File: config.mk
export PLATFORM = sky130hd
export DESIGN_NAME = fifo_read_drain_flat
export DESIGN_NICKNAME = d
export VERILOG_FILES = /design/src/rtl/fifo_read_drain_if.sv /design/src/rtl/fifo_read_drain.sv /design/src/flat_wrapper.sv
export SDC_FILE = /design/constraint.sdc
export NUM_CORES = 1
export LEC_CHECK = 0
export CAP_MARGIN = 20
export CORE_MARGIN = 2
export CORE_UTILIZATION = 45
export CTS_BUF_LIST = sky130_fd_sc_hd__clkbuf_4
export CTS_CLUSTER_DIAMETER = 80
export DETAILED_ROUTE_END_ITERATION = 8
export HOLD_SLACK_MARGIN = 0.12
export PLACE_DENSITY = 0.77
export SYNTH_ARGS = -nofsm -noshare
export SYNTH_HDL_FRONTEND = slang
export SYNTH_SLANG_ARGS = --single-unit
File: constraint.sdc
create_clock -name Clk -period 1.55 [get_ports Clk]
set_clock_uncertainty 0.1 [all_clocks]
set_input_delay 0.155 -clock Clk [delete_from_list [all_inputs] [get_ports Clk]]
set_output_delay 0.155 -clock Clk [all_outputs]
set_load 0.005 [all_outputs]
File: src/rtl/fifo_read_drain_if.sv
// Stream and FIFO-read bundle for fifo_read_drain.
// The master modport is the drain itself: it issues rd_en towards the FIFO,
// takes buf_out/buf_empty back, and drives the valid/ready output stream.
// The slave modport is the environment side (FIFO plus stream consumer).
interface fifo_read_drain_if #(
    parameter int DATA_WIDTH = 8
);
    logic                  rd_en;
    logic                  buf_empty;
    logic [DATA_WIDTH-1:0] buf_out;
    logic [DATA_WIDTH-1:0] m_data;
    logic                  m_valid;
    logic                  m_ready;

    modport master (
        output rd_en,
        input  buf_empty,
        input  buf_out,
        output m_data,
        output m_valid,
        input  m_ready
    );

    modport slave (
        input  rd_en,
        output buf_empty,
        output buf_out,
        input  m_data,
        input  m_valid,
        output m_ready
    );
endinterface

File: src/rtl/fifo_read_drain.sv
// fifo_read_drain: read-side consumer of the dual-clock FIFO, in the rd_clk domain.
// Issues rd_en, absorbs the FIFO's one-cycle registered read latency with a
// 2-entry skid buffer, and presents the words as a bubble-free valid/ready stream.
// A read is only issued when the buffer is guaranteed room for it, counting the
// word already in flight, so backpressure never drops or duplicates a word.
// Optional feature: define FIFO_DRAIN_CNT_EN to add the saturating word_cnt output.
module fifo_read_drain #(
    parameter int DATA_WIDTH = 8,
    parameter int CNT_WIDTH  = 16
) (
    input  logic                  Clk,
    input  logic                  Rst_n,
    input  logic                  Clear_in,
    fifo_read_drain_if.master     bus
`ifdef FIFO_DRAIN_CNT_EN
    ,
    output logic [CNT_WIDTH-1:0]  word_cnt
`endif
);

    logic                  run_reg;
    logic [1:0]            occ_reg;
    logic [1:0]            occ_next;
    logic                  inflight_reg;
    logic [DATA_WIDTH-1:0] slot0_reg;
    logic [DATA_WIDTH-1:0] slot0_next;
    logic [DATA_WIDTH-1:0] slot1_reg;
    logic [DATA_WIDTH-1:0] slot1_next;
    logic                  pop;
    logic                  issue;
    logic [1:0]            fill;
    logic [1:0]            cap_idx;

    // Stream side: head of the skid buffer is always what is presented.
    assign bus.m_valid = (occ_reg != 2'd0);
    assign bus.m_data  = slot0_reg;
    assign pop         = bus.m_valid & bus.m_ready;

    // Entries that will be held after this edge, including the word on buf_out.
    // occ + inflight never exceeds 2, and pop implies occ >= 1, so no wrap.
    assign fill    = occ_reg + {1'b0, inflight_reg} - {1'b0, pop};
    // Slot that the in-flight word lands in once the popped head is removed.
    assign cap_idx = occ_reg - {1'b0, pop};

    // Only read when the result is certain to fit next to whatever is kept.
    assign issue     = run_reg & ~Clear_in & ~bus.buf_empty & (fill < 2'd2);
    assign bus.rd_en = issue;

    // Next buffer contents: shift on pop, then drop the arriving word into the
    // first free slot; a flush empties the buffer and discards that word.
    always_comb begin
        slot0_next = slot0_reg;
        slot1_next = slot1_reg;
        occ_next   = fill;
        if (pop && (occ_reg == 2'd2)) begin
            slot0_next = slot1_reg;
        end
        if (inflight_reg) begin
            if (cap_idx == 2'd0) begin
                slot0_next = bus.buf_out;
            end else begin
                slot1_next = bus.buf_out;
            end
        end
        if (Clear_in) begin
            occ_next = 2'd0;
        end
    end

    // State registers; run_reg holds off the first read until one edge after reset.
    always_ff @(posedge Clk or negedge Rst_n) begin
        if (!Rst_n) begin
            run_reg      <= 1'b0;
            occ_reg      <= 2'd0;
            inflight_reg <= 1'b0;
            slot0_reg    <= '0;
            slot1_reg    <= '0;
        end else begin
            run_reg      <= 1'b1;
            occ_reg      <= occ_next;
            // issue is forced low during a flush, so nothing stays in flight.
            inflight_reg <= issue;
            slot0_reg    <= slot0_next;
            slot1_reg    <= slot1_next;
        end
    end

`ifdef FIFO_DRAIN_CNT_EN
    logic [CNT_WIDTH-1:0] cnt_reg;

    // Saturating count of words handed to the consumer; a flush restarts it.
    always_ff @(posedge Clk or negedge Rst_n) begin
        if (!Rst_n) begin
            cnt_reg <= '0;
        end else if (Clear_in) begin
            cnt_reg <= '0;
        end else if (pop && (cnt_reg != {CNT_WIDTH{1'b1}})) begin
            cnt_reg <= cnt_reg + 1'b1;
        end
    end

    assign word_cnt = cnt_reg;
`endif

endmodule
File: src/flat_wrapper.sv
// flat-port wrapper written by rule: the top's interface ports become plain ports
module fifo_read_drain_flat 
#(
    parameter int DATA_WIDTH = 8,
    parameter int CNT_WIDTH  = 16
)
  (Clk, Rst_n, Clear_in, bus_rd_en, bus_buf_empty, bus_buf_out, bus_m_data, bus_m_valid, bus_m_ready);
  fifo_read_drain_if #(.DATA_WIDTH(DATA_WIDTH)) bus_i ();
  input  logic Clk;
  input  logic Rst_n;
  input  logic Clear_in;
  output wire logic [$bits(bus_i.rd_en)-1:0] bus_rd_en;
  input wire logic [$bits(bus_i.buf_empty)-1:0] bus_buf_empty;
  input wire logic [$bits(bus_i.buf_out)-1:0] bus_buf_out;
  output wire logic [$bits(bus_i.m_data)-1:0] bus_m_data;
  output wire logic [$bits(bus_i.m_valid)-1:0] bus_m_valid;
  input wire logic [$bits(bus_i.m_ready)-1:0] bus_m_ready;
  assign bus_rd_en = bus_i.rd_en;
  assign bus_i.buf_empty = bus_buf_empty;
  assign bus_i.buf_out = bus_buf_out;
  assign bus_m_data = bus_i.m_data;
  assign bus_m_valid = bus_i.m_valid;
  assign bus_i.m_ready = bus_m_ready;
  fifo_read_drain #(.DATA_WIDTH(DATA_WIDTH), .CNT_WIDTH(CNT_WIDTH)) u_core (.Clk(Clk), .Rst_n(Rst_n), .Clear_in(Clear_in), .bus(bus_i));
endmodule
==> reports/results.tsv <==
metric	value	unit
cp.arrival	1.73	ns
area_growth	38.7	%
synth_fp_nets	75	
antenna_found_initial	0	
antenna_cells	0	
die-area	0.00245	mm²
syn_inst	61	
clock.fmax	504	MHz
drt_iter0_markers	2	
rows	16	
violations	setup timing	
num_vias	589	
post-route-min-period	1.99	ns
dp_hpwl	1.15	mm
grt_pass1_wl	2.64	mm
die_w	49.5	µm
postLayoutSetupSlackWorst	-0.436	ns
crit_chain	nand3b_4, nand2_2, ha_4, or3_4, and4_1, buf_2	
critPathRequiredTime	1.29	ns
slew_viol_final	0	
outcome	finished, violations left	
synth_area	933	µm²
period_share	128	%
avgViaCountPerCell	4.91	
final_cell_mix	dfrtp_1, clkdlybuf4s50_1, mux2_1, mux2_2, mux2_4	
nFillCells	155	
grt_max_degree	21	
end_kind	output pin	
setup_viol	5	
synth.yosys.warnings	0	
gp_congestion	0.776	
io_buffers	22	
synth-seq-cells	20	
clockBufferDepth	2	
postCtsSetupBuffers	0	
ant_nets	0	
pre_cts_ws	-0.757	ns
wl_per_cell	13.8	µm
seq_area_frac_synth	53.6	%
maxCapViolations	0	
die_y	49.5	µm
hold_path.class	in2reg	
start_util	47.6	%
drive_gt1_share	38.7	%
critPathTopFamily	simple AND/OR/NAND/NOR gates	
cts.htree.levels	1	
drc	0	
worst-path-buf-inv	1	
critPathMaxStageDelay	0.40	ns
worstSetupStartpointType	flop	
tritoncts	yes	
vdd_drop_max	0.000515	V
grt_usage	14.2	%
routed_wl	1.65	mm
final_core_util	66.0	%
grt_pass1_vias	581	
pin_count	23	
coreArea	0.00196	mm²
powerDensity	905	mW/mm²
first_pass_iters	2	
nets	109	
synth.avg_cell_area	15.3	µm²
slowest_stage	dfrtp_1	
final_common_cell	dfrtp_1	
gr-total-overflow	0	
cts_buffers	3	
p_leak	0.618	nW
crit_path_max_fanout	4	
cts.sink_count	20	
ys_types	21	
clkLatencyLatePin	0.29	ns
final_hold_viol_count	0	
fin_total_pwr	0.00117	W
root_buffer	clkbuf_4	
critPathKind	reg2out	
rsz0062_at_grt	true	
path_clk_slew	0.10	ns
[worst paths after layout]
kind	cells past startpoint	end	slack, ns	from
max reg2reg	5	u_core.slot1_reg[3]	-0.01	u_core.occ_reg[1]
max in group asynchronous	3	u_core.bus.m_data[3]	0.49	Rst_n
min in group asynchronous	3	u_core.slot1_reg[6]	0.65	Rst_n
max	6	bus_rd_en	-0.44	u_core.occ_reg[0]
min	2	u_core.bus.m_data[2]	0.40	bus_buf_out[2]
min reg2reg	1	u_core.slot1_reg[4]	0.41	u_core.slot1_reg[4]
[final cells by class]
cell class / count / area (µm²) / area share [%]
Tap cell: 27 / 33.8 / 2.61
Timing Repair Buffer: 30 / 283 / 21.8
Inverter: 1 / 3.75 / 0.290
Multi-Input combinational cell: 39 / 452 / 34.9
Clock buffer: 3 / 22.5 / 1.74
Sequential cell: 20 / 500 / 38.6
[power by group]
group / leakage, nW / switching [W] / internal [W]
clock: 0.0138 / 0.000144 / 0.0000903
combinational: 0.349 / 0.0000801 / 0.000217
sequential: 0.255 / 0.0000396 / 0.000601
total: 0.618 / 0.000264 / 0.000908
[cell usage after synthesis]
| library cell | n | share of area [%] |
|---|---|---|
| o21ai_0 | 1 | 0.54 |
| nand3_2 | 1 | 1.1 |
| conb_1 | 1 | 0.40 |
| nand3b_4 | 1 | 2.1 |
| nand2b_1 | 1 | 0.67 |
| nand2_1 | 1 | 0.40 |
| nor2b_1 | 1 | 0.67 |
| or2_2 | 1 | 0.67 |
| buf_6 | 1 | 1.2 |
| nor2_1 | 1 | 0.40 |
| a21oi_1 | 1 | 0.54 |
| and4_1 | 1 | 0.94 |
| or3_1 | 1 | 0.67 |
| inv_1 | 1 | 0.40 |
| mux2_1 | 8 | 9.7 |
| dfrtp_1 | 20 | 54 |
| and3b_2 | 1 | 1.1 |
| mux2_2 | 8 | 9.7 |
| ha_1 | 1 | 1.3 |
| a21bo_1 | 1 | 1.1 |
| mux2_4 | 8 | 13 |
[stage by stage]
stage | setup TNS (ns) | instances | hold slack [ns] | cell area [µm²]
after floorplan | 0 | 61 | -0.241 | 933
after global placement | -5.51 | 116 | 0.386 | 1230
after detailed placement | -6.07 | 116 | 0.391 | 1230
after global routing | -1.12 | 120 | 0.391 | 1290
after CTS | -0.428 | 120 | 0.394 | 1260
final | -0.456 | 120 | 0.403 | 1290
[cells by family after synthesis]
| logic type | count (synthesis) | synth area share (%) |
|---|---|---|
| flops | 20 | 53.6 |
| compound gates | 3 | 2.14 |
| buf+inv | 2 | 1.61 |
| simple gates | 10 | 8.71 |
| other cells | 1 | 0.402 |
| mux | 24 | 32.2 |
| fa+ha+maj | 1 | 1.34 |
[per-layer routing]
layer  track usage [%]  vias up  wire, µm
li1                  -      289         -
met5                 0        -         0
met3              2.73        2        75
met2              24.4       17       850
met1              17.6      281       706
met4              5.56        0        18
[timing repair]
item / 4_1_cts / 5_1_grt
hold buffers: 1 / 0
setup endpoints to repair: 11 / 19
endpoints found under the hold margin: 20 / 0
pin swaps: 1 / 2
gates resized for setup: 13 / 6
(Power assumes the default switching activity.)
